[config.mk]
export PLATFORM = sky130hd
export DESIGN_NAME = byte_mux_rr
export DESIGN_NICKNAME = d
export VERILOG_FILES = /design/src/rtl/byte_mux_pkg.sv /design/src/rtl/byte_mux_arbiter.sv /design/src/rtl/byte_mux_rr.sv
export SDC_FILE = /design/constraint.sdc
export NUM_CORES = 1
export LEC_CHECK = 0
export ABC_AREA = 0
export CORE_AREA = 5 5 201 203
export CTS_CLUSTER_SIZE = 8
export DETAILED_ROUTE_END_ITERATION = 7
export DIE_AREA = 0 0 206 208
export PLACE_DENSITY_LB_ADDON = 0.12
export SYNTH_ARGS = -nofsm -noshare
export SYNTH_HDL_FRONTEND = slang
export SYNTH_HIERARCHICAL = 1
export SYNTH_SLANG_ARGS = --single-unit
[constraint.sdc]
create_clock -name clk_i -period 3.2 [get_ports clk_i]
set_input_delay 0.64 -clock clk_i [delete_from_list [all_inputs] [get_ports clk_i]]
set_output_delay 0.64 -clock clk_i [all_outputs]
set_load 0.05 [all_outputs]
[src/rtl/byte_mux_pkg.sv]
// rtl/byte_mux_pkg.sv - shared types and helpers for the byte-masked memory port multiplexer
//
// Contents:
//   arb_mode_e  arbitration mode selector (round-robin or fixed priority)
//   user_w()    width of a user index, never less than one bit
//   RD_IDX_W    width of the index field kept in the read-return pipe (covers up to 16 users)
//   rd_entry_t  one read-return pipe stage: {valid, issuing user index}

package byte_mux_pkg;

    typedef enum logic {
        ARB_RR   = 1'b0,
        ARB_PRIO = 1'b1
    } arb_mode_e;

    localparam int MAX_USER = 16;
    localparam int RD_IDX_W = 4;

    function automatic int user_w(input int n);
        return (n <= 2) ? 1 : $clog2(n);
    endfunction

    typedef struct packed {
        logic                valid;
        logic [RD_IDX_W-1:0] idx;
    } rd_entry_t;

endpackage

[src/rtl/byte_mux_arbiter.sv]
// rtl/byte_mux_arbiter.sv - grant selection for the memory port multiplexer
//
// Ports:
//   req_i       per-user request vector
//   lock_i      a stalled grant is being held; forces grant to lock_idx_i
//   lock_idx_i  index of the held grant
//   ptr_i       last accepted user (round-robin start point, unused in priority mode)
//   gnt_oh_o    one-hot grant
//   gnt_idx_o   binary grant index
//   gnt_valid_o some user is granted

module byte_mux_arbiter
    import byte_mux_pkg::*;
#(
    parameter int        USER   = 4,
    parameter arb_mode_e MODE   = ARB_RR,
    parameter int        USER_W = user_w(USER)
) (
    input  logic [USER-1:0]   req_i,
    input  logic              lock_i,
    input  logic [USER_W-1:0] lock_idx_i,
    input  logic [USER_W-1:0] ptr_i,
    output logic [USER-1:0]   gnt_oh_o,
    output logic [USER_W-1:0] gnt_idx_o,
    output logic              gnt_valid_o
);

    int cand;

    always_comb begin
        gnt_valid_o = 1'b0;
        gnt_idx_o   = '0;
        gnt_oh_o    = '0;
        cand        = 0;
        if (lock_i) begin
            // A stalled request keeps the port until the memory takes it.
            gnt_valid_o = 1'b1;
            gnt_idx_o   = lock_idx_i;
        end else if (MODE == ARB_PRIO) begin
            // Scan downwards so the lowest enabled index is the last one written.
            for (int i = USER - 1; i >= 0; i--) begin
                if (req_i[i]) begin
                    gnt_valid_o = 1'b1;
                    gnt_idx_o   = USER_W'(i);
                end
            end
        end else begin
            // Offsets USER..1 from ptr; smallest offset is written last and wins.
            // Wrap by explicit compare so non-power-of-two USER works.
            for (int k = USER; k >= 1; k--) begin
                cand = int'(ptr_i) + k;
                if (cand >= USER) begin
                    cand = cand - USER;
                end
                if (req_i[cand[USER_W-1:0]]) begin
                    gnt_valid_o = 1'b1;
                    gnt_idx_o   = cand[USER_W-1:0];
                end
            end
        end
        if (gnt_valid_o) begin
            gnt_oh_o[gnt_idx_o] = 1'b1;
        end
    end

endmodule

[src/rtl/byte_mux_rr.sv]
// rtl/byte_mux_rr.sv - N-user byte-masked memory port multiplexer with lock and pipelined read return
//
// Ports:
//   clk_i, rst_ni                 clock, asynchronous active-low reset
//   useEnable_i/IsWrite_i/WriteMask_i/Addr_i/WriteData_i   per-user request
//   useReadData_o, useReadValid_o per-user read return (data zero unless strobed)
//   useHold_o                     per-user "request not accepted this cycle"
//   memEnable_o/IsWrite_o/WriteMask_o/Addr_o/WriteData_o   granted request towards memory
//   memReadData_i                 memory read data
//   memHold_i                     memory stall

module byte_mux_rr
    import byte_mux_pkg::*;
#(
    parameter int    USER         = 4,
    parameter int    DATA_BYTE    = 4,
    parameter int    ADDR_SIZE    = 32,
    parameter string ARBITRATION  = "RR",
    parameter int    READ_LATENCY = 1,
    parameter int    HOLDENABLE   = 1
) (
    input  logic                                 clk_i,
    input  logic                                 rst_ni,
    input  logic [USER-1:0]                      useEnable_i,
    input  logic [USER-1:0]                      useIsWrite_i,
    input  logic [USER-1:0][DATA_BYTE-1:0]       useWriteMask_i,
    input  logic [USER-1:0][ADDR_SIZE-1:0]       useAddr_i,
    input  logic [USER-1:0][DATA_BYTE*8-1:0]     useWriteData_i,
    output logic [USER-1:0][DATA_BYTE*8-1:0]     useReadData_o,
    output logic [USER-1:0]                      useReadValid_o,
    output logic [USER-1:0]                      useHold_o,
    output logic                                 memEnable_o,
    output logic                                 memIsWrite_o,
    output logic [DATA_BYTE-1:0]                 memWriteMask_o,
    output logic [ADDR_SIZE-1:0]                 memAddr_o,
    output logic [DATA_BYTE*8-1:0]               memWriteData_o,
    input  logic [DATA_BYTE*8-1:0]               memReadData_i,
    input  logic                                 memHold_i
);

    localparam int              USER_W   = user_w(USER);
    localparam arb_mode_e       ARB_MODE = (ARBITRATION == "PRIO") ? ARB_PRIO : ARB_RR;
    localparam logic [USER_W-1:0] PTR_RST = USER_W'(USER - 1);

    logic [USER-1:0]   gnt_oh;
    logic [USER_W-1:0] gnt_idx;
    logic              gnt_valid;

    logic              ptr_en_live;
    logic              accept;
    logic              stall;
    logic              rd_accept;
    logic [USER-1:0]   acc_vec;

    logic [USER_W-1:0] ptr_q, ptr_d;
    logic              lock_q, lock_d;
    logic [USER_W-1:0] lock_idx_q, lock_idx_d;

    logic                ret_valid;
    logic [RD_IDX_W-1:0] ret_idx;

    byte_mux_arbiter #(
        .USER   (USER),
        .MODE   (ARB_MODE),
        .USER_W (USER_W)
    ) u_arbiter (
        .req_i       (useEnable_i),
        .lock_i      (lock_q),
        .lock_idx_i  (lock_idx_q),
        .ptr_i       (ptr_q),
        .gnt_oh_o    (gnt_oh),
        .gnt_idx_o   (gnt_idx),
        .gnt_valid_o (gnt_valid)
    );

    // Granted user actually presenting a request; forced low in reset so
    // nothing reaches the memory while the block is held.
    assign ptr_en_live = rst_ni & gnt_valid & useEnable_i[gnt_idx];
    assign accept      = ptr_en_live & ~memHold_i;
    assign stall       = ptr_en_live & memHold_i;
    assign rd_accept   = accept & ~useIsWrite_i[gnt_idx];
    assign acc_vec     = accept ? gnt_oh : '0;

    // Forwarded request: all fields zero unless a user is granted.
    always_comb begin
        memEnable_o    = ptr_en_live;
        memIsWrite_o   = 1'b0;
        memWriteMask_o = '0;
        memAddr_o      = '0;
        memWriteData_o = '0;
        if (rst_ni && gnt_valid) begin
            memIsWrite_o   = useIsWrite_i[gnt_idx];
            memWriteMask_o = useWriteMask_i[gnt_idx];
            memAddr_o      = useAddr_i[gnt_idx];
            memWriteData_o = useWriteData_i[gnt_idx];
        end
    end

    always_comb begin
        useHold_o = '0;
        if (HOLDENABLE != 0) begin
            useHold_o = useEnable_i & ~acc_vec;
        end else begin
            // Users idle this cycle are also told to hold while someone else owns the port.
            useHold_o = (useEnable_i | ({USER{gnt_valid}} & ~gnt_oh)) & ~acc_vec;
        end
    end

    // Lock and round-robin pointer. The pointer only moves on a real accept,
    // so a stall never costs the stalled user its turn.
    always_comb begin
        ptr_d      = ptr_q;
        lock_d     = lock_q;
        lock_idx_d = lock_idx_q;
        if (accept) begin
            lock_d = 1'b0;
            ptr_d  = gnt_idx;
        end else if (stall) begin
            lock_d     = 1'b1;
            lock_idx_d = gnt_idx;
        end
    end

    always_ff @(posedge clk_i or negedge rst_ni) begin
        if (!rst_ni) begin
            ptr_q      <= PTR_RST;
            lock_q     <= 1'b0;
            lock_idx_q <= '0;
        end else begin
            ptr_q      <= ptr_d;
            lock_q     <= lock_d;
            lock_idx_q <= lock_idx_d;
        end
    end

    generate
        if (READ_LATENCY > 0) begin : g_pipe
            rd_entry_t pipe_q [READ_LATENCY];
            rd_entry_t head;

            // Writes and idle cycles enter as bubbles (valid=0).
            always_comb begin
                head.valid = rd_accept;
                head.idx   = RD_IDX_W'(gnt_idx);
            end

            // The pipe mirrors the memory's own pipeline, so it freezes with it.
            always_ff @(posedge clk_i or negedge rst_ni) begin
                if (!rst_ni) begin
                    for (int i = 0; i < READ_LATENCY; i++) begin
                        pipe_q[i] <= '0;
                    end
                end else if (!memHold_i) begin
                    pipe_q[0] <= head;
                    for (int i = 1; i < READ_LATENCY; i++) begin
                        pipe_q[i] <= pipe_q[i-1];
                    end
                end
            end

            // A frozen memory is not delivering data, so the strobe waits too;
            // this keeps it to exactly one cycle per read.
            assign ret_valid = pipe_q[READ_LATENCY-1].valid & ~memHold_i;
            assign ret_idx   = pipe_q[READ_LATENCY-1].idx;
        end else begin : g_nopipe
            assign ret_valid = rd_accept;
            assign ret_idx   = RD_IDX_W'(gnt_idx);
        end
    endgenerate

    always_comb begin
        useReadValid_o = '0;
        useReadData_o  = '0;
        for (int u = 0; u < USER; u++) begin
            if (ret_valid && (ret_idx == RD_IDX_W'(u))) begin
                useReadValid_o[u] = 1'b1;
                useReadData_o[u]  = memReadData_i;
            end
        end
    end

    lock_enable_held_a: assert property (
        @(posedge clk_i) disable iff (!rst_ni) lock_q |-> useEnable_i[lock_idx_q]
    );

endmodule
==> impl_metrics.csv, run 1 <==
group,metric,value,unit
placement,gp_congestion,0.764,
pwr,power.internal,4.56,mW
die,core_area,38300,sq um
sta,finalHoldViolations,0,
route,wl_per_cell,20.6,um
pwr,p_sw_frac,0.442,
route,dr_total_vias,5402,
worst_setup_path,startpoint_type,"flop",
grt,grt_pass1_wl,42400,um
clocking,clock-sinks,8,
logic_synthesis,synth_area,3660,sq um
finish,final_nets,1240,
worst_setup_path,cp_slowest_cell,"dfstp_2",
logic_synthesis,synth_flop_cell,"dfrtp_1",
route,met3_length,2690,um
logic_synthesis,synth_edf_count,0,
logic_synthesis,ys_seq_elements,8,
logic_synthesis,syn_area_per_cell,9.81,sq um
worst_setup_path,path_common_cell,"buf_12",
worst_setup_path,ff2ff_setup_slack,380,ps
pwr,clock_power_share,0.027,
worst_setup_path,path_max_fanout,7,
clocking,clk_pin_slew,40,ps
sta,tightest_slew,756,ps
worst_setup_path,slowest_delay,540,ps
clocking,numCtsBuffers,3,
logic_synthesis,synthCells,373,
logic_synthesis,postSynthNetCount,688,
route,drc,0,
sta,setup_tns,-13290,ps
finish,fillers,3870,
grt,grt.total_usage,0.130,
logic_synthesis,async_reset_ff_frac,1.00,
route,wl_met1,9770,um
placement,post-dp-hpwl,24900,um
finish,multi_input_area,3620,sq um
sta,maxSlewHeadroom,0.496,
worst_setup_path,path_cells,"nand2b_4, a21oi_4, o31a_1, a21oi_4, buf_12, buf_12, buf_12, buf_12, mux4_2, and3_4, buf_8",
die,die-width,206,um
worst_setup_path,setup.worst_path.start,"ptr_q[1]",
clocking,cts-root-buf,"clkbuf_16",
status,violations,"negative setup slack",
die,die_area,42800,sq um
clocking,clk-insertion-delay-late,230,ps
sta,timing.final.crit_share,1.08,
route,wl_met2,16700,um
clocking,cts_buffer_depth,2,
sta,timing.final.max_slew_violations,0,
pwr,comb_power_share,0.946,
clocking,cts_tree,"yes",
placement,port_buffers,520,
logic_synthesis,ys_warn_count,6,
logic_synthesis,yosysSeqAreaShare,0.0554,
finish,drive_gt1_frac,0.492,
grt,overflow,0,
route,vias_per_cell,3.75,
route,firstDrtPassIters,4,
status,outcome,"finished, violations left",
grt,grt_max_degree,62,
pwr,peakVddDrop,362,uV
sta,fin_skew,2.37,ps
finish,layout_commonest_cell,"clkdlybuf4s50_1",
worst_setup_path,critPathKind,"flop to output port",
grt,grt_pass1_vias,6218,
die,start_util,0.0956,
sta,holdWs,287,ps
worst_setup_path,reg2reg_from,"ptr_q[1]",
worst_setup_path,cp-endpoint,"memWriteMask_o[2]",
sta,min_period,3460,ps
finish,area_growth_syn_to_layout,235,%
pwr,powerDensity,667,nW/um^2
grt,antenna_found_initial,0,
route,wl,29700,um
pwr,seqPwrFrac,0.028,
finish,seq_area,203,sq um
worst_setup_path,reg2regPathDepth,14,
logic_synthesis,netlist-cell-type-count,37,
run,maxCapViolCount,0,
worst_setup_path,cp.required,2560,ps
die,die_height,208,um
finish,n_antenna_cell,0,
worst_setup_path,timing.rr.end,"ptr_q[1]",
sta,timing.final.ws_setup,-258,ps
worst_setup_path,crit_arrival,2820,ps
sta,clock.fmax,0.289,GHz
route,detail-route-antenna-nets,0,
die,rows,72,
sta,finalSetupViolations,73,
sta,rsz0062_at_grt,"yes",
clocking,htree_levels,1,
pwr,p_sw,3.61,mW
finish,final_cell_mix,"clkdlybuf4s50_1 (309), buf_12 (157), and2_1 (128)",
hold_path,worst_hold_path_type,"input pin to async pin",
route,drt_iter0_markers,158,
route,top_layer,"met4",
worst_setup_path,end_kind,"output port",
pwr,p_leak,4.76,nW
die,num_io_pins,521,
## flip-flops by register name, summed over array words and instances, names as in the netlist
| register | flops |
|---|---|
| ptr_q | 2 |
| lock_idx_q | 2 |
| g_pipe.pipe_q | 1 |
| ret_idx | 2 |
| lock_q | 1 |
## cells by family (layout without fill, tap and decap cells)
logic type,after synthesis,after routing,synth area share
AND/OR/NAND/NOR,220,220,0.381
multiplexers,77,77,0.451
buffers and inverters,48,599,0.0704
AO/OA/AOI/OAI,20,20,0.0427
flip-flops,8,8,0.0554
## cell usage after synthesis, drive strengths merged (2+ instances only)
cell type	instances	area [sq um]
nor2	2	7.51
a211oi	2	15.0
buf	17	141
nand2	6	22.5
and2	129	807
dfrtp	6	150
mux2	6	75.1
nor4b	2	30.0
dfstp	2	52.6
and4bb	2	25.0
o21ai	4	20.0
mux2i	2	20.0
mux4	69	1550
nor3	2	10.0
and3	69	432
a21oi	3	15.0
clkbuf	26	97.6
a21boi	4	30.0
inv	5	18.8
nand2b	2	12.5
## critical path, delay by kind of cell (launching register included)
kind | cells | cell delay (ps)
flops | 1 | 540
simple gates | 2 | 330
buf+inv | 5 | 630
mux | 1 | 500
compound gates | 3 | 570
## through the flow
stage                util  std cells  power (mW)  setup slack, ps  area, sq um
floorplan               -        373        4.28             3.91         3760
global placement    0.291       1418        6.72             -676        11200
detailed placement  0.291       1418        6.71             -679        11200
CTS                 0.317       1437        8.16             -278        12100
global route        0.320       1442        8.62             -356        12300
finish              0.320       1442        8.17             -258        12300
## how the worst min path moves through the flow
| stage | to | slack (ps) | cells past startpoint |
|---|---|---|---|
| floorplan | g_pipe.pipe_q[4] | 340 | 0 |
| global placement | lock_idx_q[1] | 520 | 1 |
| detailed placement | lock_idx_q[0] | 530 | 1 |
| CTS | lock_idx_q[0] | 290 | 1 |
| global route | lock_idx_q[0] | 310 | 1 |
| finish | lock_idx_q[0] | 290 | 1 |
## power groups by stage
stage	clock network, mW	logic, mW	registers [mW]
after floorplan	0	4.07	0.208
after global placement	0	6.50	0.220
after detailed placement	0	6.49	0.218
after CTS	0.221	7.72	0.222
after global routing	0.230	8.15	0.234
final	0.217	7.73	0.225
## final cells by class
cell class / count / area share
Sequential cell: 8 / 0.0165
Inverter: 5 / 0.00163
Tap cell: 518 / 0.0529
Clock buffer: 4 / 0.00643
Timing Repair Buffer: 590 / 0.627
Multi-Input combinational cell: 317 / 0.296
## repair_timing
item / CTS / global route
buffers inserted: 14 / 4
cloned: 2 / 2
endpoints found under the setup margin: 74 / 74
gates resized for setup: 199 / 22
pin swaps: 10 / 5
hold buffers: 0 / 0
## routing by layer
layer / track usage / vias to the layer above
li1: - / 2518
met1: 0.131 / 2579
met2: 0.263 / 289
met3: 0.0397 / 16
met4: 0.0223 / 0
met5: 0 / -
Power figures use the tool's default switching activity.
==> run 2, diff against run 1 <==
--- a/config.mk
+++ b/config.mk
@@ -5,7 +5,6 @@
 export SDC_FILE = /design/constraint.sdc
 export NUM_CORES = 1
 export LEC_CHECK = 0
-export ABC_AREA = 0
 export CORE_AREA = 5 5 201 203
 export CTS_CLUSTER_SIZE = 8
 export DETAILED_ROUTE_END_ITERATION = 7
==> results of run 2 <==
Final layout, timing and power as in run 1 (identical DEF).
==> run 3, diff against run 2 <==
--- a/config.mk
+++ b/config.mk
@@ -10,6 +10,7 @@
 export DETAILED_ROUTE_END_ITERATION = 7
 export DIE_AREA = 0 0 206 208
 export PLACE_DENSITY_LB_ADDON = 0.12
+export REMOVE_ABC_BUFFERS = 1
 export SYNTH_ARGS = -nofsm -noshare
 export SYNTH_HDL_FRONTEND = slang
 export SYNTH_HIERARCHICAL = 1
==> run 3 against run 2 <==
The flow still finishes with violations (negative setup slack). Fmax rose by 0.15%. Cell count fell by 0.49%. Via count rose by 2.3%. Largest power group unchanged. Design area fell by 1.4%. Power fell by 2.1%. Register-to-register slack improved by 190 ps. Count of clock-buffer cells in the layout did not move. Die area did not move. Utilization fell by 0.44 points. Combinational power fell by 2%. Critical path depth fell by 2. Flip-flop and latch count did not move.
==> impl_metrics.csv, run 3 (synthesis gave the netlist of run 1 again) <==
group,metric,value,unit
grt,overflow,0,
worst_setup_path,startpoint_type,"flop",
sta,tightest_slew,491,ps
finish,seq_area,203,sq um
worst_setup_path,cp.required,2560,ps
sta,timing.final.crit_share,1.08,
worst_setup_path,ff2ff_setup_slack,570,ps
worst_setup_path,slowest_delay,540,ps
grt,grt.total_usage,0.140,
clocking,cts_hold_buf,0,
worst_setup_path,path_max_fanout,11,
finish,drive_gt1_frac,0.484,
sta,rsz0062_at_grt,"yes",
worst_setup_path,timing.rr.end,"ptr_q[0]",
placement,gp_congestion,0.781,
finish,layout_commonest_cell,"clkdlybuf4s50_1",
hold_path,worst_hold_path_type,"flop to flop",
worst_setup_path,reg2reg_from,"ptr_q[1]",
die,core_area,38300,sq um
worst_setup_path,end_kind,"output port",
route,detail-route-antenna-nets,0,
clocking,clk-insertion-delay-late,230,ps
finish,fillers,3910,
die,start_util,0.0956,
worst_setup_path,crit_family,"compound AO/OA/AOI/OAI gates",
grt,grt_pass1_wl,45200,um
finish,utilization,0.316,
die,rows,72,
worst_setup_path,path_cells,"nand2b_4, a21oi_4, o31a_1, a21oi_4, buf_12, buf_12, mux4_2, and3_4, buf_8",
worst_setup_path,reg2regPathDepth,11,
pwr,p_sw,3.64,mW
finish,area_growth_syn_to_layout,230,%
finish,multi_input_area,3640,sq um
pwr,finalPower,8.00,mW
sta,holdWs,543,ps
die,die_height,208,um
sta,timing.final.max_slew_violations,0,
pwr,power.internal,4.37,mW
sta,finalHoldViolations,0,
clocking,cts_tree,"yes",
route,drt_iter0_markers,123,
grt,antenna_found_initial,4,
pwr,p_leak,4.68,nW
clocking,clock-sinks,8,
worst_setup_path,cp.depth,9,
die,die-width,206,um
die,num_io_pins,521,
sta,setup_tns,-14340,ps
pwr,powerDensity,662,nW/um^2
clocking,numCtsBuffers,3,
clocking,htree_levels,1,
placement,dpl_worst_slack,-659,ps
die,die_area,42800,sq um
run,maxCapViolCount,0,
clocking,clk_pin_slew,40,ps
worst_setup_path,cp-endpoint,"memWriteData_o[0]",
grt,grt_max_degree,78,
sta,timing.final.ws_setup,-253,ps
route,vias_per_cell,3.85,
clocking,cts_buffer_depth,2,
pwr,comb_power_share,0.945,
pwr,p_sw_frac,0.454,
pwr,seqPwrFrac,0.028,
route,wl_per_cell,22.6,um
finish,fin_area,12100,sq um
finish,final_cell_mix,"clkdlybuf4s50_1 (309), buf_12 (155), and2_1 (128)",
placement,dp.cells,1418,
grt,grt_pass1_vias,6281,
placement,dpl_cell_area,11100,sq um
sta,maxSlewHeadroom,0.669,
sta,finalSetupViolations,73,
placement,post-dp-hpwl,27400,um
pwr,peakVddDrop,412,uV
route,firstDrtPassIters,4,
route,dr_total_vias,5527,
worst_setup_path,crit_arrival,2810,ps
finish,final_nets,1232,
sta,clock.fmax,0.290,GHz
worst_setup_path,cp_slowest_cell,"dfstp_2",
placement,port_buffers,520,
sta,fin_skew,2.74,ps
status,violations,"negative setup slack",
clocking,cts-root-buf,"clkbuf_16",
pwr,clock_power_share,0.027,
route,wl,32400,um
worst_setup_path,crit_buf_inv,3,
worst_setup_path,setup.worst_path.start,"ptr_q[1]",
route,drc,0,
sta,min_period,3450,ps
status,outcome,"finished, violations left",
worst_setup_path,critPathKind,"flop to output port",
finish,instances_no_fill,1435,
-- run 3: cell count changes in the layout (fill, tap and decap cells not counted), moves of 2 or more --
cell      previous run  this run
a21boi_2             0         3
a21boi_4             4         1
and3_2              14         0
and3_4              55        69
buf_12             157       155
buf_4               37        34
buf_6               37        65
buf_8               44        11
clkbuf_4             2         0
mux2i_1              0         2
mux2i_2              2         0
-- run 3: metal layers --
metal,up-vias,track usage,part of all wire
met4,4,0.0227,0.019
met1,2662,0.147,0.34
met3,27,0.0576,0.12
met2,333,0.264,0.52
met5,-,0,0.00065
li1,2501,-,-
-- run 3: power groups by stage --
stage	clock (mW)	sequential (mW)	combinational, mW
final	0.216	0.222	7.57
after global routing	0.229	0.231	8.01
after CTS	0.225	0.221	7.52
after detailed placement	0	0.220	6.45
after global placement	0	0.224	6.45
after floorplan	0	0.203	2.85
-- run 3: how the worst min path moves through the flow --
stage                              from               end  slack, ps  cells after the start
after global placement    lock_idx_q[1]     lock_idx_q[1]        530                      1
final                     lock_idx_q[1]     lock_idx_q[1]        540                      1
after detailed placement  lock_idx_q[1]     lock_idx_q[1]        530                      1
after global routing      lock_idx_q[1]     lock_idx_q[1]        560                      1
after floorplan                  rst_ni  g_pipe.pipe_q[4]        340                      0
after CTS                 lock_idx_q[1]     lock_idx_q[1]        550                      1
-- run 3: repair_timing --
action                                  in CTS  in global routing
resized for setup                          155                 44
pin swaps                                    5                  5
buffers inserted                             7                  5
cloned                                       3                  2
endpoints found under the setup margin      74                 73
-- run 3: final cells by class --
type,instances,share of cell area
clock buffer,4,0.00652
antenna,1,0.000207
sequential,8,0.0168
inverter,5,0.00197
tap,518,0.0536
timing repair buffer,582,0.620
multi-input combinational,317,0.301
-- run 3: worst register-to-register path, cell delays in order (launching register included) --
cell      delay (ps)
dfstp_2          540
nand2b_4         150
a21oi_4           60
o31a_1           340
a21oi_4          260
buf_6            170
buf_12           120
nand3_2           60
o22ai_2          200
and2b_4          250
buf_4            130
mux2_4           280
